$ cat src/rtl/emf_scheduler_pkg.sv
// rtl/emf_scheduler_pkg.sv - shared types and constants for the EMF scheduler
package EmfPkg;

    localparam int CUR_W = 16;
    localparam int EMF_W = 17;
    localparam logic [7:0] OVR_MAX = 8'd255;

    typedef enum logic [2:0] {IDLE, ISSUE, WAIT, CAPT, DONE} state_e;

    // Clamp an 18-bit signed intermediate to the 17-bit EMF range.
    function automatic logic [EMF_W-1:0] sat_emf(input logic [EMF_W:0] v);
        if (v[EMF_W] != v[EMF_W-1]) begin
            return v[EMF_W] ? {1'b1, {(EMF_W-1){1'b0}}} : {1'b0, {(EMF_W-1){1'b1}}};
        end
        return v[EMF_W-1:0];
    endfunction

endpackage

$ cat src/rtl/emf_scheduler_chan_sel.sv
// rtl/emf_scheduler_chan_sel.sv - finds the next enabled channel above (or at) an index
module emf_chan_sel #(
    parameter int NUM_MOT = 4,
    parameter int IDX_W   = 2
) (
    input  logic [NUM_MOT-1:0] mask_i,
    input  logic [IDX_W-1:0]   cur_idx_i,
    input  logic               incl_cur_i,
    output logic [IDX_W-1:0]   nxt_idx_o,
    output logic               none_left_o
);

    // Scan downwards so the last hit is the lowest qualifying channel.
    always_comb begin
        nxt_idx_o   = '0;
        none_left_o = 1'b1;
        for (int i = NUM_MOT - 1; i >= 0; i--) begin
            if (mask_i[i] && ((i > int'(cur_idx_i)) || (incl_cur_i && (i == int'(cur_idx_i))))) begin
                nxt_idx_o   = IDX_W'(i);
                none_left_o = 1'b0;
            end
        end
    end

endmodule

$ cat src/rtl/emf_scheduler.sv
// rtl/emf_scheduler.sv - round-robin scheduler for a shared back-EMF unit (option: EMF_FILTER_EN)
module emf_scheduler
    import EmfPkg::*;
#(
    parameter int NUM_MOT    = 4,
    parameter int TMO_CYC    = 15,
    parameter int FILT_SHIFT = 3
) (
    input  logic                       clk,
    input  logic                       reset,
    input  logic                       start,
    input  logic [NUM_MOT-1:0]         chan_en,
    input  logic [CUR_W*NUM_MOT-1:0]   cur_cmd_bus,
    input  logic [CUR_W*NUM_MOT-1:0]   cur_fb_bus,
    output logic                       emf_val_ready,
    output logic [CUR_W-1:0]           emf_cur_cmd,
    output logic [CUR_W-1:0]           emf_cur_fb,
    input  logic                       emf_ready,
    input  logic                       emf_overflow,
    input  logic [EMF_W-1:0]           emf_in,
    output logic [EMF_W*NUM_MOT-1:0]   emf_bus,
    output logic [NUM_MOT-1:0]         ovf_flags,
    output logic [NUM_MOT-1:0]         tmo_flags,
    output logic                       busy,
    output logic                       done,
    output logic [7:0]                 overrun_cnt
);

    localparam int IDX_W = (NUM_MOT > 1) ? $clog2(NUM_MOT) : 1;
    localparam logic [3:0] TMO_LAST = 4'(TMO_CYC - 1);

    state_e                     state_q, state_d;
    logic [IDX_W-1:0]           idx_q, idx_d;
    logic [NUM_MOT-1:0]         en_q, en_d, ovf_q, ovf_d, tmo_q, tmo_d;
    logic [CUR_W*NUM_MOT-1:0]   cmd_q, cmd_d, fb_q, fb_d;
    logic [EMF_W*NUM_MOT-1:0]   emf_q, emf_d;
    logic [3:0]                 cnt_q, cnt_d;
    logic                       pend_q, pend_d;
    logic [7:0]                 ovr_q, ovr_d;
    logic                       begin_pass, advance, ovr_inc;
    logic [IDX_W-1:0]           first_idx, nxt_idx;
    logic                       first_none, nxt_none;

    emf_chan_sel #(.NUM_MOT(NUM_MOT), .IDX_W(IDX_W)) u_first_sel (
        .mask_i(chan_en), .cur_idx_i('0), .incl_cur_i(1'b1),
        .nxt_idx_o(first_idx), .none_left_o(first_none)
    );

    emf_chan_sel #(.NUM_MOT(NUM_MOT), .IDX_W(IDX_W)) u_next_sel (
        .mask_i(en_q), .cur_idx_i(idx_q), .incl_cur_i(1'b0),
        .nxt_idx_o(nxt_idx), .none_left_o(nxt_none)
    );

`ifdef EMF_FILTER_EN
    // The emf_bus slice itself holds the filter state; the raw sample waits in cap_q.
    logic [EMF_W-1:0]        cap_q, cap_d, f_cur, filt_val;
    logic signed [EMF_W:0]   f_diff, f_sum;

    always_comb begin
        f_cur    = emf_q[int'(idx_q)*EMF_W +: EMF_W];
        f_diff   = $signed({cap_q[EMF_W-1], cap_q}) - $signed({f_cur[EMF_W-1], f_cur});
        f_sum    = $signed({f_cur[EMF_W-1], f_cur}) + (f_diff >>> FILT_SHIFT);
        filt_val = sat_emf(f_sum);
    end
`endif

    always_comb begin
        state_d = state_q;
        idx_d   = idx_q;
        en_d    = en_q;
        cmd_d   = cmd_q;
        fb_d    = fb_q;
        emf_d   = emf_q;
        ovf_d   = ovf_q;
        tmo_d   = tmo_q;
        cnt_d   = cnt_q;
        pend_d  = pend_q;
`ifdef EMF_FILTER_EN
        cap_d   = cap_q;
`endif
        begin_pass    = 1'b0;
        advance       = 1'b0;
        emf_val_ready = 1'b0;
        busy          = 1'b0;
        done          = 1'b0;

        case (state_q)
            IDLE: begin_pass = start;
            ISSUE: begin
                emf_val_ready = 1'b1;
                busy          = 1'b1;
                cnt_d         = '0;
                state_d       = WAIT;
            end
            WAIT: begin
                busy = 1'b1;
                if (emf_ready) begin
`ifdef EMF_FILTER_EN
                    cap_d = emf_in;
`else
                    emf_d[int'(idx_q)*EMF_W +: EMF_W] = emf_in;
`endif
                    state_d = CAPT;
                end else if (cnt_q == TMO_LAST) begin
                    tmo_d[idx_q] = 1'b1;
                    advance      = 1'b1;
                end else begin
                    cnt_d = cnt_q + 1'b1;
                end
            end
            CAPT: begin
                busy          = 1'b1;
                ovf_d[idx_q]  = emf_overflow;
`ifdef EMF_FILTER_EN
                emf_d[int'(idx_q)*EMF_W +: EMF_W] = filt_val;
`endif
                advance = 1'b1;
            end
            DONE: begin
                done = 1'b1;
                if (pend_q || start) begin
                    begin_pass = 1'b1;
                end else begin
                    state_d = IDLE;
                end
            end
            default: state_d = IDLE;
        endcase

        // A start arriving while a pass owns the unit is queued one deep.
        ovr_inc = start && pend_q && (busy || done);
        ovr_d   = (ovr_inc && (ovr_q != OVR_MAX)) ? ovr_q + 8'd1 : ovr_q;
        if (start && busy && !pend_q) begin
            pend_d = 1'b1;
        end

        if (advance) begin
            if (nxt_none) begin
                state_d = DONE;
            end else begin
                idx_d   = nxt_idx;
                state_d = ISSUE;
            end
        end

        if (begin_pass) begin
            cmd_d   = cur_cmd_bus;
            fb_d    = cur_fb_bus;
            en_d    = chan_en;
            ovf_d   = '0;
            tmo_d   = '0;
            pend_d  = 1'b0;
            idx_d   = first_idx;
            state_d = first_none ? DONE : ISSUE;
        end
    end

    always_ff @(posedge clk or negedge reset) begin
        if (!reset) begin
            state_q <= IDLE;
            idx_q   <= '0;
            en_q    <= '0;
            cmd_q   <= '0;
            fb_q    <= '0;
            emf_q   <= '0;
            ovf_q   <= '0;
            tmo_q   <= '0;
            cnt_q   <= '0;
            pend_q  <= 1'b0;
            ovr_q   <= '0;
`ifdef EMF_FILTER_EN
            cap_q   <= '0;
`endif
        end else begin
            state_q <= state_d;
            idx_q   <= idx_d;
            en_q    <= en_d;
            cmd_q   <= cmd_d;
            fb_q    <= fb_d;
            emf_q   <= emf_d;
            ovf_q   <= ovf_d;
            tmo_q   <= tmo_d;
            cnt_q   <= cnt_d;
            pend_q  <= pend_d;
            ovr_q   <= ovr_d;
`ifdef EMF_FILTER_EN
            cap_q   <= cap_d;
`endif
        end
    end

    assign emf_cur_cmd = cmd_q[int'(idx_q)*CUR_W +: CUR_W];
    assign emf_cur_fb  = fb_q[int'(idx_q)*CUR_W +: CUR_W];
    assign emf_bus     = emf_q;
    assign ovf_flags   = ovf_q;
    assign tmo_flags   = tmo_q;
    assign overrun_cnt = ovr_q;

endmodule

$ cat config.mk
export PLATFORM = sky130hd
export DESIGN_NAME = emf_scheduler
export DESIGN_NICKNAME = d
export VERILOG_FILES = /design/src/rtl/emf_scheduler_pkg.sv /design/src/rtl/emf_scheduler_chan_sel.sv /design/src/rtl/emf_scheduler.sv
export SDC_FILE = /design/constraint.sdc
export NUM_CORES = 1
export LEC_CHECK = 0
export CORE_ASPECT_RATIO = 0.75
export CORE_MARGIN = 2
export CORE_UTILIZATION = 52
export CTS_CLUSTER_SIZE = 16
export DETAILED_ROUTE_END_ITERATION = 12
export GPL_TIMING_DRIVEN = 0
export PLACE_DENSITY = 0.93
export SYNTH_ARGS = -nofsm -noshare
export SYNTH_HDL_FRONTEND = slang
export SYNTH_SLANG_ARGS = --single-unit
$ cat constraint.sdc
create_clock -name clk -period 3.89 [get_ports clk]
set_input_delay 0.5835 -clock clk [delete_from_list [all_inputs] [get_ports clk]]
set_output_delay 0.5835 -clock clk [all_outputs]
set_load 0.005 [all_outputs]
* After elaboration in Yosys (flattened, before gate mapping) *
Index checks and enable logic that the tools add are counted.

operators by class
  multipliers = 1
  bitwise operators = 1
  eq/ne operators = 13
  muxes and demuxes = 47
  $add $sub $neg = 3
  reduce and logical (&&, ||, !) cells = 26
  magnitude comparators = 5
  shift-type cells = 4

operators with widths
  kind                      count
  $shiftx 64x7->16          2
  $bwmux 68                 1
  $shift 17x33->68 const A  1
  $shiftx 17x33->68         1
  $neg 7->33                1
  $mux 4                    8
  $mux 2                    10
  $mux 3                    6
  $mux 1                    16
  $pmux 3 s4                1
  $reduce_bool 2->1         6
  $logic_and 1x1->1         9
  $reduce_and 3->1          3
  $add 8x1->8 const B       1
  $ne 4x4->1 const B        2
  $ne 8x8->1 const B        1
  $pmux 4 s2                1
  $mul 2x5->7 const B       1
  $eq 3x2->1 const B        2
  $ne 2x2->1 const B        3
  $add 4x1->4 const B       1
  $bwmux 4                  1
  $eq 4x4->1 const B        1
  $gt 2x2->1 const A        2
  other kinds (16)          19

word-level totals
  output and inout bits = 119
  input port bits = 154
  register bits = 226
  word-level logic and storage cells = 111

* Longest topological paths before layout *
  depth after elaboration = 9
  gate-level depth with buffers = 9
  depth with buffers taken out = 6

* Hierarchy *
A second synthesis with hierarchy kept.

unflattened totals
  cells, all modules = 1078
  area total of the unflattened synthesis = 10234.8 sq um

by module, submodules not included
  module         times used  cells an instance  area an instance (sq um)
  emf_scheduler  1           1046               10034.6
  emf_chan_sel   2           16                 100.1

* Worst setup path after synthesis *
Ideal clock, no wire load.

  path kind = flip-flop to flip-flop
  from = register idx_q[1]
  to = register emf_q[48] (netlist: emf_bus[48])
  buffers on the path = 3
  slack = 1.570 ns
  setup time = 0.083 ns
  cell stages (with the launch flop) = 9
  required time = 3.807 ns
  arrival time = 2.237 ns
  cells stage by stage = dfrtp_1 buf_2 buf_1 inv_1 ha_1 nor3b_2 clkbuf_1 nand2_1 o21ai_0

between the ends
  word-level cells in the longest chain between the ends = 4

ends and longest elaborated chain
  what                                                   line                  text
  from (decl)                                            emf_scheduler.sv:33   logic [IDX_W-1:0] idx_q, idx_d;
  from (signal assigned)                                 emf_scheduler.sv:176  idx_q <= idx_d;
  $mul 2x5->7 *                                          emf_scheduler.sv:101  emf_d[int'(idx_q)*EMF_W +: EMF_W] = emf_in;
  $neg 7->33 *                                           emf_scheduler.sv:101
  $shiftx 17x33->68 or $shift 17x33->68 (tied branches)  emf_scheduler.sv:101
  $bwmux 68 *                                            emf_scheduler.sv:101
  to (signal assigned)                                   emf_scheduler.sv:180  emf_q <= emf_d;
  to (decl)                                              emf_scheduler.sv:36   logic [EMF_W*NUM_MOT-1:0] emf_q, emf_d;

Every way passes the cells marked *; elsewhere a longest branch is shown, timed or not.
A chain may end at the register's enable or synchronous reset.

* Final worst setup path *
  from = register idx_q[1]
  to = output emf_cur_fb[8]

between the ends
  word-level cells in the longest chain between the ends = 1

ends and longest elaborated chain
  what              line                  text
  $shiftx 64x7->16  emf_scheduler.sv:193  assign emf_cur_fb = fb_q[int'(idx_q)*CUR_W +: CUR_W];
  to (decl)         emf_scheduler.sv:17   output logic [CUR_W-1:0] emf_cur_fb,

Every way passes these cells.

==> results.cfg <==
[outcome]
status = finished clean

[clock_tree]
cts-buffers-inserted = 22
clock_latency_ns = 0.51
path_clk_slew_ns = 0.07
cts_root_buffer = clkbuf_16
tritoncts = done
cts_setup_buffers = 0
clockBufferDepth = 3
htree_levels = 1
postCtsHoldBufs = 1
clock-sinks = 225
ctsResizeCount = 0

[placed_design]
hpwl_um = 20100
port_buffers = 272
gp_congestion = 0.818

[job]
drv_cap = 0

[pwr]
leakage_nw = 5.64
irDropWorstVdd_mv = 0.509
power_density_mw_per_mm2 = 800

[floorplanning]
boundaryPins = 273
coreArea_mm2 = 0.0185
initial_core_util = 0.531
dieHeight_um = 123
rows = 43
die_w_um = 163
die_area_mm2 = 0.0200

[critical_path]
critPathSlowestCell = buf_1
worst_setup_path_start_kind = register
end_kind = primary output
crit_required_ns = 3.31
crit_chain = buf_2, buf_1, mux4_2, clkdlybuf4s50_1
slowest_delay_ns = 0.58
r2r_cells = 8
crit_fanout = 10
rr_endpoint = emf_bus[42]$_DFFE_PN0P_
ff2ff_setup_slack_ns = 0.64
critical_path_depth = 4
r2r-start = idx_q[1]$_DFFE_PN0P_
crit_family = buffers and inverters
crit_type = register to primary output
crit_buf_inv = 3
arrival_ns = 2.74

[sta]
post-route-period-util = 0.853
relSlewSlack = 0.505
tns_ns = 0
period_needed_ns = 3.32
finalSetupViolCount = 0
holdWs_ns = 0.466
tightest_slew_ns = 0.742
skew_ns = 0.00702
final_max_slew_viol_count = 0
rsz0062_at_grt = no
hold_viol = 0
max_freq_mhz = 301

[final_layout]
syn_to_final_growth_pct = 39.0
antennaDiodeCount = 0
layout-drive-gt1-share = 0.221
ff_latch_area_mm2 = 0.00563
layout.nets = 1230
final_core_util = 0.739
nFillCells = 1184
multiInputGateArea_mm2 = 0.00393

[detailed_routing]
vias_per_cell = 5.56
dr_total_vias = 7380
wl_per_cell_um = 20.7
routed_wl_um = 27500
ant_nets = 0
drc = 0
drt_pass1_iterations = 5
dr.first_iter.drc_count = 477

[global_route]
grt_pass1_wl_um = 42800
grt_usage = 0.278
grt_max_degree = 119
grt-ovfl-total = 0
antenna_found_initial = 0
grt_pass1_vias = 7827

[yosys]
synth-seq-cells = 225
yosysUniqueCellTypes = 43
syn-cell-area_mm2 = 0.00983
postSynthAreaPerCell_um2 = 12.8
synth_area_leaders = dfrtp_1 (57%), mux2_2 (15%), mux4_2 (7.3%)
synth_top_area_cell = dfrtp_1
syn_nets = 931
ys_seq_area_frac = 0.573
synth_cells = 766
synth_ff_type = dfrtp_1
async_flop_share = 1.00
ys.warnings.count = 0
synth_edf_count = 0
yosysTopAreaCellShare = 0.573

[hold_path]
hp-class = primary input to async pin
-- synth_stat cells, types with 3 or more instances --
library cell  number
clkbuf_1          19
nand2_1          144
xor2_1             5
a32o_1             4
dfrtp_1          225
nor3_1             4
nand3_1            9
buf_2             12
a31oi_1            4
buf_4             14
a21oi_1           15
nor2_1            11
mux4_2            32
nor2b_1            5
nor3b_2            3
inv_1              9
o21ai_0           76
mux2_2           131
ha_1              11
-- worst reg2reg max path: stages, from the launching register on --
cell and delay [ns]:
dfrtp_1 0.45, buf_2 0.28, buf_1 0.58, inv_1 0.22, ha_1 0.45, nor3b_2 0.51, clkbuf_1 0.40, nand2_1 0.11
o21ai_0 0.18
-- registers in the layout (all words and copies together) (netlist names) --
name	cells
idx_q	2
cnt_q	4
state_q	3
ovf_flags	4
emf_bus	68
overrun_cnt	8
fb_q	64
tmo_flags	4
cmd_q	64
pend_q	1
en_q	3
-- power by group --
group	switching (mW)	leakage, nW	internal [mW]	total (mW)
registers	0.600	2.81	3.35	3.95
clock network	0.910	0.367	1.28	2.19
logic	1.94	2.47	2.85	4.79
-- through the flow --
stage	instance area [um^2]	worst slack, ns	power [mW]	std cells
2_1_floorplan	9830	1.57	6.45	766
3_3_place_gp	12900	-7.16	8.52	1285
3_5_place_dp	12900	0.721	8.74	1287
4_1_cts	13700	0.551	11.0	1327
5_1_grt	13700	0.410	11.5	1327
6_report	13700	0.571	10.9	1327
-- cell families (layout without fill, tap and decap cells) --
| kind of cell | count (synthesis) | after routing | synth area share |
|---|---|---|---|
| multiplexers | 164 | 164 | 0.224 |
| AND/OR/NAND/NOR | 193 | 193 | 0.0898 |
| adder cells (fa/ha/maj) | 11 | 11 | 0.0140 |
| XOR/XNOR | 5 | 5 | 0.00445 |
| flip-flops | 225 | 225 | 0.573 |
| buffers and inverters | 55 | 369 | 0.0279 |
| AO/OA/AOI/OAI | 113 | 113 | 0.0669 |
-- area by class of cell --
class / count / area share
Inverter: 9 / 0.00247
Tap cell: 247 / 0.0226
Buffer: 46 / 0.0176
Multi-Input combinational cell: 486 / 0.288
Clock inverter: 12 / 0.0104
Sequential cell: 225 / 0.412
Clock buffer: 27 / 0.0432
Timing Repair Buffer: 275 / 0.204
-- layer usage --
metal | vias to the layer above | share of wire | global-route usage
met2 | 299 | 0.47 | 0.446
met3 | 80 | 0.075 | 0.0721
li1 | 3309 | - | -
met4 | 0 | 0.042 | 0.114
met5 | - | 0 | 0
met1 | 3692 | 0.41 | 0.367
-- worst max-delay path by stage --
stage / from / to / slack, ns
2_1_floorplan: idx_q[1]$_DFFE_PN0P_ / emf_bus[48]$_DFFE_PN0P_ / 1.57
3_3_place_gp: reset / fb_q[34]$_DFFE_PN0N_ / -7.16
3_5_place_dp: idx_q[1]$_DFFE_PN0P_ / emf_bus[43]$_DFFE_PN0P_ / 0.72
4_1_cts: idx_q[1]$_DFFE_PN0P_ / emf_cur_fb[8] / 0.55
5_1_grt: idx_q[1]$_DFFE_PN0P_ / emf_bus[49]$_DFFE_PN0P_ / 0.41
6_report: idx_q[1]$_DFFE_PN0P_ / emf_cur_fb[8] / 0.57
-- cells in the final DEF, fill, tap and decap left out, types with 3 or more instances in the layout --
cell type and count:
a21oi_1 15, a31oi_1 4, a32o_1 4, buf_2 12
buf_4 14, bufinv_16 3, clkbuf_1 23, clkbuf_16 23
clkdlybuf4s50_1 271, clkinv_2 7, dfrtp_1 225, ha_1 11
inv_1 9, mux2_2 131, mux4_2 32, nand2_1 144
nand3_1 9, nor2_1 11, nor2b_1 5, nor3_1 4
nor3b_2 3, o21ai_0 76, xor2_1 5
Power figures use the tool's default switching activity.
